$ cat config.mk
export PLATFORM = sky130hd
export DESIGN_NAME = tiger_exc_ctrl
export DESIGN_NICKNAME = d
export VERILOG_FILES = /design/src/rtl/tiger_exc_ctrl.sv
export SDC_FILE = /design/constraint.sdc
export NUM_CORES = 1
export LEC_CHECK = 0
export CORE_ASPECT_RATIO = 1.4
export CORE_UTILIZATION = 49
export DETAILED_ROUTE_END_ITERATION = 10
export PLACE_DENSITY = 0.86
export REMOVE_ABC_BUFFERS = 1
export SLEW_MARGIN = 5
export SYNTH_ARGS = -nofsm -noshare
export SYNTH_HDL_FRONTEND = slang
export SYNTH_SLANG_ARGS = --single-unit
$ cat constraint.sdc
create_clock -name clk -period 2.3 [get_ports clk]
set_clock_uncertainty 0.05 [all_clocks]
set_input_delay 0.23 -clock clk [delete_from_list [all_inputs] [get_ports clk]]
set_output_delay 0.23 -clock clk [all_outputs]
set_load 0.05 [all_outputs]
$ cat src/rtl/tiger_exc_ctrl.sv
`default_nettype none
// ============================================================================
//  Module      : tiger_exc_ctrl
//  Description : Exception / interrupt controller beside the Tiger decode
//                stage. Holds cause/status/epc, prioritises maskable
//                interrupts (lowest index wins) over break and syscall,
//                handles eret, coprocessor reads with write bypass and
//                registered cache-flush pulses.
//  Revision    : 1.0 - initial release
// ============================================================================
module tiger_exc_ctrl #(
    parameter int NUM_IRQ    = 6,
    parameter int DATA_WIDTH = 32
) (
    input  logic                  clk,
    input  logic                  reset,
    input  logic                  stall,
    input  logic                  clear,
    input  logic [NUM_IRQ-1:0]    irq,
    input  logic                  instr_valid,
    input  logic                  is_break,
    input  logic                  is_syscall,
    input  logic                  is_eret,
    input  logic                  branch_delay,
    input  logic [DATA_WIDTH-1:0] epc_in,
    input  logic                  cop_we,
    input  logic [4:0]            cop_wnum,
    input  logic [DATA_WIDTH-1:0] cop_wdata,
    input  logic [4:0]            cop_rnum,
    output logic                  exception,
    output logic [DATA_WIDTH-1:0] cop_rdata,
    output logic [DATA_WIDTH-1:0] epc_out,
    output logic                  icache_flush,
    output logic                  dcache_flush
);

    // Coprocessor register numbers
    localparam logic [4:0] c_REG_CAUSE   = 5'd0;
    localparam logic [4:0] c_REG_STATUS  = 5'd1;
    localparam logic [4:0] c_REG_EPC     = 5'd2;
    localparam logic [4:0] c_REG_CACHEOP = 5'd3;

    // ExcCode values
    localparam logic [4:0] c_EXC_INT     = 5'd0;
    localparam logic [4:0] c_EXC_SYSCALL = 5'd8;
    localparam logic [4:0] c_EXC_BREAK   = 5'd9;

    // Status bit positions
    localparam int c_STATUS_IE  = 0;
    localparam int c_STATUS_EXL = 1;
    localparam int c_IM_LSB     = 8;

    // ------------------------------------------------------------------
    // State
    // ------------------------------------------------------------------
    logic [NUM_IRQ-1:0]    r_irq_q;
    logic [NUM_IRQ-1:0]    r_cause_ip;
    logic                  r_cause_bd;
    logic [4:0]            r_exc_code;
    logic [3:0]            r_irq_idx;
    logic [DATA_WIDTH-1:0] r_status;
    logic [DATA_WIDTH-1:0] r_epc;
    logic [DATA_WIDTH-1:0] r_cop_rdata;
    logic                  r_icache_flush;
    logic                  r_dcache_flush;

    // ------------------------------------------------------------------
    // Combinational decode
    // ------------------------------------------------------------------
    logic [NUM_IRQ-1:0]    w_im;
    logic [NUM_IRQ-1:0]    w_pending;
    logic                  w_take_irq;
    logic                  w_commit;
    logic                  w_eret;
    logic                  w_wr_status;
    logic                  w_wr_epc;
    logic                  w_wr_cacheop;
    logic [3:0]            w_irq_idx;
    logic [4:0]            w_exc_code;
    logic [DATA_WIDTH-1:0] w_cause;
    logic [DATA_WIDTH-1:0] w_rd_data;
    logic [DATA_WIDTH-1:0] w_status_nxt;
    logic [DATA_WIDTH-1:0] w_epc_nxt;

    assign w_im       = r_status[c_IM_LSB +: NUM_IRQ];
    assign w_pending  = r_irq_q & w_im;
    assign w_take_irq = r_status[c_STATUS_IE] & ~r_status[c_STATUS_EXL] & (|w_pending);

    assign exception  = instr_valid & ~clear & (w_take_irq | is_break | is_syscall);

    // Architectural updates only happen on unstalled cycles.
    assign w_commit    = exception & ~stall;
    assign w_eret      = instr_valid & is_eret & ~exception & ~stall & ~clear;
    assign w_wr_status = cop_we & ~stall & (cop_wnum == c_REG_STATUS);
    assign w_wr_epc    = cop_we & ~stall & (cop_wnum == c_REG_EPC);
    // Cache maintenance must not be lost behind a stall.
    assign w_wr_cacheop = cop_we & (cop_wnum == c_REG_CACHEOP);

    // Lowest-index pending, unmasked interrupt line
    always_comb begin
        w_irq_idx = '0;
        for (int i = NUM_IRQ - 1; i >= 0; i--) begin
            if (w_pending[i]) begin
                w_irq_idx = 4'(i);
            end
        end
    end

    // ExcCode selection: interrupt > break > syscall
    always_comb begin
        if (w_take_irq) begin
            w_exc_code = c_EXC_INT;
        end else if (is_break) begin
            w_exc_code = c_EXC_BREAK;
        end else begin
            w_exc_code = c_EXC_SYSCALL;
        end
    end

    // Assemble the cause view. With more than 12 lines the IP field reaches
    // into bits 23:20; the recorded interrupt index takes those bits.
    always_comb begin
        w_cause                      = '0;
        w_cause[c_IM_LSB +: NUM_IRQ] = r_cause_ip;
        w_cause[23:20]               = r_irq_idx;
        w_cause[6:2]                 = r_exc_code;
        w_cause[DATA_WIDTH-1]        = r_cause_bd;
    end

    // Coprocessor read mux with same-cycle write bypass for status/epc
    always_comb begin
        case (cop_rnum)
            c_REG_CAUSE:  w_rd_data = w_cause;
            c_REG_STATUS: w_rd_data = r_status;
            c_REG_EPC:    w_rd_data = r_epc;
            default:      w_rd_data = '0;
        endcase
        if (cop_we && (cop_wnum == cop_rnum) &&
            ((cop_rnum == c_REG_STATUS) || (cop_rnum == c_REG_EPC))) begin
            w_rd_data = cop_wdata;
        end
    end

    // Next status: software write, then eret clears EXL, commit sets EXL last
    always_comb begin
        w_status_nxt = r_status;
        if (w_wr_status) begin
            w_status_nxt = cop_wdata;
        end
        if (w_eret) begin
            w_status_nxt[c_STATUS_EXL] = 1'b0;
        end
        if (w_commit) begin
            w_status_nxt[c_STATUS_EXL] = 1'b1;
        end
    end

    // Next epc: a committing exception overrides a software write
    always_comb begin
        w_epc_nxt = r_epc;
        if (w_wr_epc) begin
            w_epc_nxt = cop_wdata;
        end
        if (w_commit) begin
            w_epc_nxt = epc_in;
        end
    end

    // ------------------------------------------------------------------
    // Sequential logic
    // ------------------------------------------------------------------

    // Interrupt input register; samples every cycle so a stall does not
    // delay recognition of a request.
    always_ff @(posedge clk) begin
        if (reset) begin
            r_irq_q <= '0;
        end else begin
            r_irq_q <= irq;
        end
    end

    // Cause fields: IP follows irq_q, the rest is captured at commit
    always_ff @(posedge clk) begin
        if (reset) begin
            r_cause_ip <= '0;
            r_cause_bd <= 1'b0;
            r_exc_code <= '0;
            r_irq_idx  <= '0;
        end else if (!stall) begin
            r_cause_ip <= r_irq_q;
            if (w_commit) begin
                r_cause_bd <= branch_delay;
                r_exc_code <= w_exc_code;
                r_irq_idx  <= w_take_irq ? w_irq_idx : 4'd0;
            end
        end
    end

    // Status and epc registers (next values already honour stall)
    always_ff @(posedge clk) begin
        if (reset) begin
            r_status <= '0;
            r_epc    <= '0;
        end else begin
            r_status <= w_status_nxt;
            r_epc    <= w_epc_nxt;
        end
    end

    // Registered read data toward Ex; killed by clear or a committed exception
    always_ff @(posedge clk) begin
        if (reset) begin
            r_cop_rdata <= '0;
        end else if (!stall) begin
            if (clear || exception) begin
                r_cop_rdata <= '0;
            end else begin
                r_cop_rdata <= w_rd_data;
            end
        end
    end

    // One-cycle cache flush pulses from a cacheop write
    always_ff @(posedge clk) begin
        if (reset) begin
            r_icache_flush <= 1'b0;
            r_dcache_flush <= 1'b0;
        end else begin
            r_icache_flush <= w_wr_cacheop & cop_wdata[0];
            r_dcache_flush <= w_wr_cacheop & cop_wdata[1];
        end
    end

    assign cop_rdata    = r_cop_rdata;
    assign epc_out      = r_epc;
    assign icache_flush = r_icache_flush;
    assign dcache_flush = r_dcache_flush;

endmodule
`default_nettype wire

==> results of run 1 <==
[placed cells by master, fill, tap and decap left out, types with 2 or more instances in the layout]
| cell type | n |
|---|---|
| buf_12 | 4 |
| a22oi_1 | 3 |
| a222oi_1 | 20 |
| a21oi_1 | 37 |
| nand4_1 | 16 |
| a211oi_2 | 20 |
| a211oi_1 | 44 |
| o21ai_1 | 5 |
| mux2i_1 | 50 |
| clkbuf_8 | 5 |
| buf_4 | 38 |
| xnor2_1 | 5 |
| nor2b_4 | 2 |
| a32oi_1 | 12 |
| clkdlybuf4s50_1 | 154 |
| o211ai_1 | 12 |
| nand2_1 | 87 |
| nor2_1 | 11 |
| a2111oi_4 | 2 |
| nand3_1 | 6 |
| o21a_1 | 21 |
| nor4b_1 | 20 |
| clkinv_2 | 3 |
| bufinv_16 | 2 |
| nor3_1 | 34 |
| nor2b_1 | 9 |
| clkbuf_16 | 17 |
| o2bb2ai_1 | 12 |
| dfxtp_1 | 115 |
| nor4bb_1 | 2 |
| inv_1 | 2 |
| a22o_1 | 4 |
| a32o_1 | 2 |
| a311oi_1 | 12 |
[state kept, by name, indices dropped and copies added (netlist names)]
name	count
r_cause_ip	6
r_cause_bd	1
cop_rdata	32
icache_flush	1
r_irq_q	6
r_exc_code	2
r_status	32
dcache_flush	1
epc_out	32
r_irq_idx	3
[report_power, final]
group | internal (mW) | switching [mW] | total [mW]
Clock | 1.71 | 0.899 | 2.60
Combinational | 0.301 | 0.411 | 0.712
Sequential | 2.05 | 0.0389 | 2.09
Total | 4.06 | 1.35 | 5.41
[layer usage]
metal / part of all wire / GRT usage / vias to the layer above / routed length (um)
met1: 0.36 / 0.372 / 3014 / 7340
li1: - / - / 2820 / -
met4: 0.047 / 0.198 / 0 / 960
met3: 0.098 / 0.0848 / 113 / 2010
met2: 0.50 / 0.559 / 444 / 10200
met5: 0 / 0 / - / 0
[cells in the mapped netlist (12+ instances only)]
| cell | instances | area [um^2] |
|---|---|---|
| clkbuf_1 | 53 | 199 |
| nor2b_1 | 12 | 75.1 |
| nand4_1 | 16 | 100 |
| nor4b_1 | 20 | 175 |
| a211oi_1 | 44 | 330 |
| a21oi_1 | 37 | 185 |
| nor3_1 | 34 | 170 |
| a211oi_2 | 20 | 250 |
| a222oi_1 | 20 | 200 |
| dfxtp_1 | 116 | 2320 |
| buf_2 | 12 | 60.1 |
| o2bb2ai_1 | 12 | 105 |
| mux2i_1 | 50 | 500 |
| nand2_1 | 88 | 330 |
| a311oi_1 | 12 | 105 |
| o21a_1 | 21 | 158 |
| o211ai_1 | 12 | 90.1 |
| a32oi_1 | 12 | 105 |
| nor2_1 | 12 | 45.0 |
[how the worst min path moves through the flow]
stage / from / to / slack [ns] / depth (start not counted)
after floorplan: reset / r_cause_bd / 0.25 / 1
after global placement: r_status[6] / r_status[6] / 0.39 / 2
after detailed placement: r_status[22] / r_status[22] / 0.40 / 2
after CTS: reset / r_cause_ip[0] / 0.12 / 2
after global routing: reset / r_cause_ip[0] / 0.13 / 2
final: reset / r_cause_ip[0] / 0.14 / 2
[logic make-up after synthesis]
group / share of synthesized area
AO/OA/AOI/OAI: 0.291
AND/OR/NAND/NOR: 0.171
flip-flops: 0.392
buffers and inverters: 0.0525
multiplexers: 0.0863
XOR/XNOR: 0.00739
[final cells by class]
class                      instances  area [um^2]  area share
inverter                           2         7.51    0.000900
timing repair buffer             196         1910       0.229
clock buffer                      23          498      0.0597
clock inverter                     5         75.1     0.00900
tap                              147          184      0.0220
sequential                       116         2320       0.279
multi-input combinational        464         3350       0.401
[what timing repair did]
action,in CTS,in global routing
pin swaps,0,0
setup endpoints to repair,1,1
endpoints found under the hold margin,0,0
gates resized for setup,2,3
==> metrics.txt, run 1 <==
status completed; crit path from r_irq_q[2]; cell count along the critical path 4; CP peak stage delay 0.44 ns; total CTS buffers 17; first-pass GRT wire length between 30 and 40 mm; Final Hold Vio Count 0; postcts setup bufs 0; fillers between 800 and 900; Sink Count 116; asr flop ratio synth 0; Die Width 95.0 um; Netlist Area Pre-Place 0.00593 mm^2; Cell Area, Placed 0.00775 mm^2; GPL Wtd Cong 0.964; RSZ-0062 raised after global routing no; CP max FO 4; critical path class flop to primary output; f_max 0.450 GHz; antenna violations before repair 0; largest net degree at the start of global routing between 50 and 60; R2R cell count 5; Final Worst Setup Slack 0.0760 ns; First-pass DRT Iterations 8; Total Power 5.41 mW; slowest CP cell dfxtp_1; Vias roughly 6400; YS warnings 0; Seq/Total Area, Yosys 0.392; setup TNS 0 ns; fraction of layout cells with a size suffix above 1 0.127; hold_buf cts 0; DRC 0; Crit. End Element primary output; Slew Viols, Final 0; min Tclk post-route 2.22 ns; PwrDens 648 mW/mm^2; Post-Synthesis Cells around 650; routed vias/inst roughly 6.7; DIE AREA 0.0126 mm^2; Mean Syn Cell Area 9.08 um^2; fin area 0.00834 mm^2; row cnt 47; #FFs+latches synth 116; ANT nets after route 0; Post-Route Utilization 0.706; Clk Latency, worst-skew pair 0.42 ns; die height between 100 and 150 um; Non-Filler Instances 953; Unique masters post-synth 44; NumNets Final about 900; CP Cell Sequence a22oi_1 > and4_2 > a2111oi_4 > buf_4; Core Footprint 0.0118 mm^2; DR iter-0 viols between 600 and 700; Buf/Inv on CP 1; Post-synth EDFFs 0; Post-Place Setup Slack -0.0545 ns; Worst Setup EP exception; CTS H-tree depth 4; Peak VDD IR 0.397 mV; port bufs 156; final setup vio count 0; most common flop cell mapped by yosys dfxtp_1; CTS tree built; post-DP HPWL 13.5 mm; Slew headroom 0.606; wirelength, routed 20.5 mm; Layout area overhead 40.7%; Arrival @ worst endpoint roughly 1.9 ns; period utilisation layout 0.967; leakage about 2.9 nW; # IOs 157; reg-to-reg slack, setup ~0.30 ns; Top delay family on crit path compound AO/OA/AOI/OAI gates; Hold Crit Class input pin to flop; Antenna Cells 0; worst reg2reg endpoint cop_rdata[8]; WL per Instance ~22 um; Initial Util 0.502; Final Hold Slack between 0.1 and 0.15 ns; aggregate global routing overflow 0; Required @ worst endpoint 2.02 ns; measured slew at the worst slew-check pin 0.591 ns; CP Launch Type flop; R2R Path Start r_irq_q[2]; Root Buffer clkbuf_16; vias in the first global route 6634; max-cap violation count 0; clock buffer depth 2; placed insts 925; Clock Pin Slew Worst Setup and Hold Paths 0.05 ns; GRT Total Usage 0.333
Note: power is estimated with default switching activity, not from simulation.
==> run 2, diff against run 1 <==
--- a/config.mk
+++ b/config.mk
@@ -10,2 +10,3 @@
 export DETAILED_ROUTE_END_ITERATION = 10
+export HOLD_SLACK_MARGIN = 0.1
 export PLACE_DENSITY = 0.86
--- a/constraint.sdc
+++ b/constraint.sdc
@@ -4,2 +4,2 @@
 set_output_delay 0.23 -clock clk [all_outputs]
-set_load 0.05 [all_outputs]
+set_load 0.005 [all_outputs]
==> run 2 against run 1 <==
Against the previous run:
- sequential cell count unchanged
- sequential power hardly changed
- first-iteration DRC count is 4.8% lower
- critical endpoint unchanged
- core utilization grew 0.77 points
- global-route usage decreased by 0.96 points
- largest cell class unchanged
==> metrics.txt, run 2 (synthesis results as in run 1) <==
GPL Wtd Cong ~0.92; Hold Crit Class input pin to flop; Slew Viols, Final 0; Layout area overhead 42.2%; fraction of layout cells with a size suffix above 1 0.131; placed insts around 900; Total Power between 5 and 6 mW; first-pass GRT wire length 31.7 mm; slowest CP cell dfxtp_1; Hold EP r_status[1]; row cnt 47; Clock Pin Slew Worst Setup and Hold Paths approximately 0.05 ns; GRT Total Usage 0.324; wirelength, routed 20.2 mm; die height between 100 and 150 um; measured slew at the worst slew-check pin approximately 0.59 ns; DIE AREA 0.0126 mm^2; ANT nets after route 0; R2R cell count 5; CP Cell Sequence a22oi_1 > and4_2 > a2111oi_2 > dlygate4sd2_1; vias in the first global route 6250; Arrival @ worst endpoint 1.90 ns; total CTS buffers 17; CTS H-tree depth 4; port bufs around 160; Final Hold Slack approximately 0.21 ns; First-pass DRT Iterations 6; critical path class flop to primary output; PwrDens 669 mW/mm^2; min Tclk post-route 2.18 ns; Sink Count 116; final setup vio count 0; Core Footprint between 0.01 and 0.015 mm^2; Antenna Cells 0; CTS tree built; Initial Util 0.502; Cell Area, Placed between 0.007 and 0.008 mm^2; RSZ-0062 raised after global routing no; DRC 0; leakage 2.89 nW; CP Launch Type flop; antenna violations before repair 0; reg-to-reg slack, setup 0.26 ns; clock buffer depth 2; period utilisation layout 0.948; max-cap violation count 0; commonest non-fill, non-tap cell in the layout clkdlybuf4s50_1; Required @ worst endpoint 2.02 ns; largest net degree at the start of global routing 53; most frequent cells in the layout clkdlybuf4s50_1, dfxtp_1, nand2_1; WL per Instance about 21 um; Vias between 6000 and 7000; NumNets Final ~900; # IOs between 150 and 200; routed vias/inst between 6 and 7; DR iter-0 viols slightly above 600; Non-Filler Instances approximately 960; Crit. End Element primary output; aggregate global routing overflow 0; f_max around 0.46 GHz; Slew headroom 0.606; Final Hold Vio Count 0; Root Buffer clkbuf_16; worst reg2reg endpoint r_irq_idx[0]; status completed; fillers 824; post-DP HPWL around 13 mm; R2R Path Start r_status[10]; Clk Latency, worst-skew pair about 0.42 ns; Hold Path Origin reset; Die Width 95.0 um; Peak VDD IR 0.542 mV; fin area 0.00843 mm^2; CP max FO 4; worst hold stages 3; CP peak stage delay 0.44 ns
==> run 2: cell types whose count changed in the layout (fill, tap and decap cells not counted) <==
cell	previous run	this run
clkinvlp_4	0	6
bufinv_16	2	5
clkbuf_8	5	2
a2111oi_2	0	1
a2111oi_4	2	1
buf_12	4	5
buf_4	38	37
clkbuf_1	1	0
clkinv_2	3	2
dlygate4sd2_1	0	1
nor2_1	11	12
nor2_2	1	0
==> run 2: worst max-delay path: cells and delay by family (launching register included) <==
family	cells	cell delay, ns
AO/OA/AOI/OAI	2	0.51
AND/OR/NAND/NOR	1	0.26
buffers and inverters	1	0.27
flip-flops	1	0.44
==> run 2: layout make-up <==
| class | count | area (um^2) | area share |
|---|---|---|---|
| well taps | 147 | 184 | 0.0218 |
| clock inverters | 13 | 205 | 0.0243 |
| clock buffers | 19 | 453 | 0.0537 |
| flip-flops and latches | 116 | 2320 | 0.276 |
| multi-input cells | 464 | 3330 | 0.395 |
| repair buffers | 197 | 1930 | 0.229 |
| inverters | 2 | 7.51 | 0.000890 |
==> run 2: worst max-delay path by stage <==
stage | start | to | slack, ns | cells past startpoint
floorplan | cop_we | epc_out[0] | -0.76 | 4
global placement | is_break | exception | 0.06 | 5
detailed placement | stall | cop_rdata[10] | -0.03 | 6
CTS | r_status[13] | exception | 0.12 | 4
global route | r_status[13] | exception | 0.05 | 4
finish | r_irq_q[3] | exception | 0.12 | 4
==> run 2: power by group <==
| part | switching (mW) | leakage (nW) | internal [mW] | total (mW) |
|---|---|---|---|---|
| logic | 0.316 | 1.65 | 0.299 | 0.615 |
| clock network | 0.960 | 0.303 | 1.97 | 2.93 |
| registers | 0.0394 | 0.940 | 2.05 | 2.09 |
| total | 1.32 | 2.89 | 4.32 | 5.64 |
==> run 2: layer usage <==
layer	GRT usage	vias to the layer above	wire length [um]	share of wire
met1	0.380	3026	7470	0.37
met3	0.0681	97	1820	0.090
li1	-	2827	-	-
met4	0.177	0	927	0.046
met5	0	-	0	0
met2	0.540	396	10000	0.50
==> run 2: stage by stage <==
stage | TNS [ns] | setup WS [ns] | utilization
detailed placement | -0.0426 | -0.0284 | 0.657
global route | 0 | 0.0540 | 0.713
CTS | 0 | 0.116 | 0.713
global placement | 0 | 0.0594 | 0.657
floorplan | -38.59 | -0.756 | -
finish | 0 | 0.120 | 0.713
==> run 2: what timing repair did <==
item                                    CTS  global route
endpoints found under the setup margin    1             1
setup buffers                             0             0
pin swaps                                 0             0
hold buffers                              0             0
gates resized for setup                   3             1
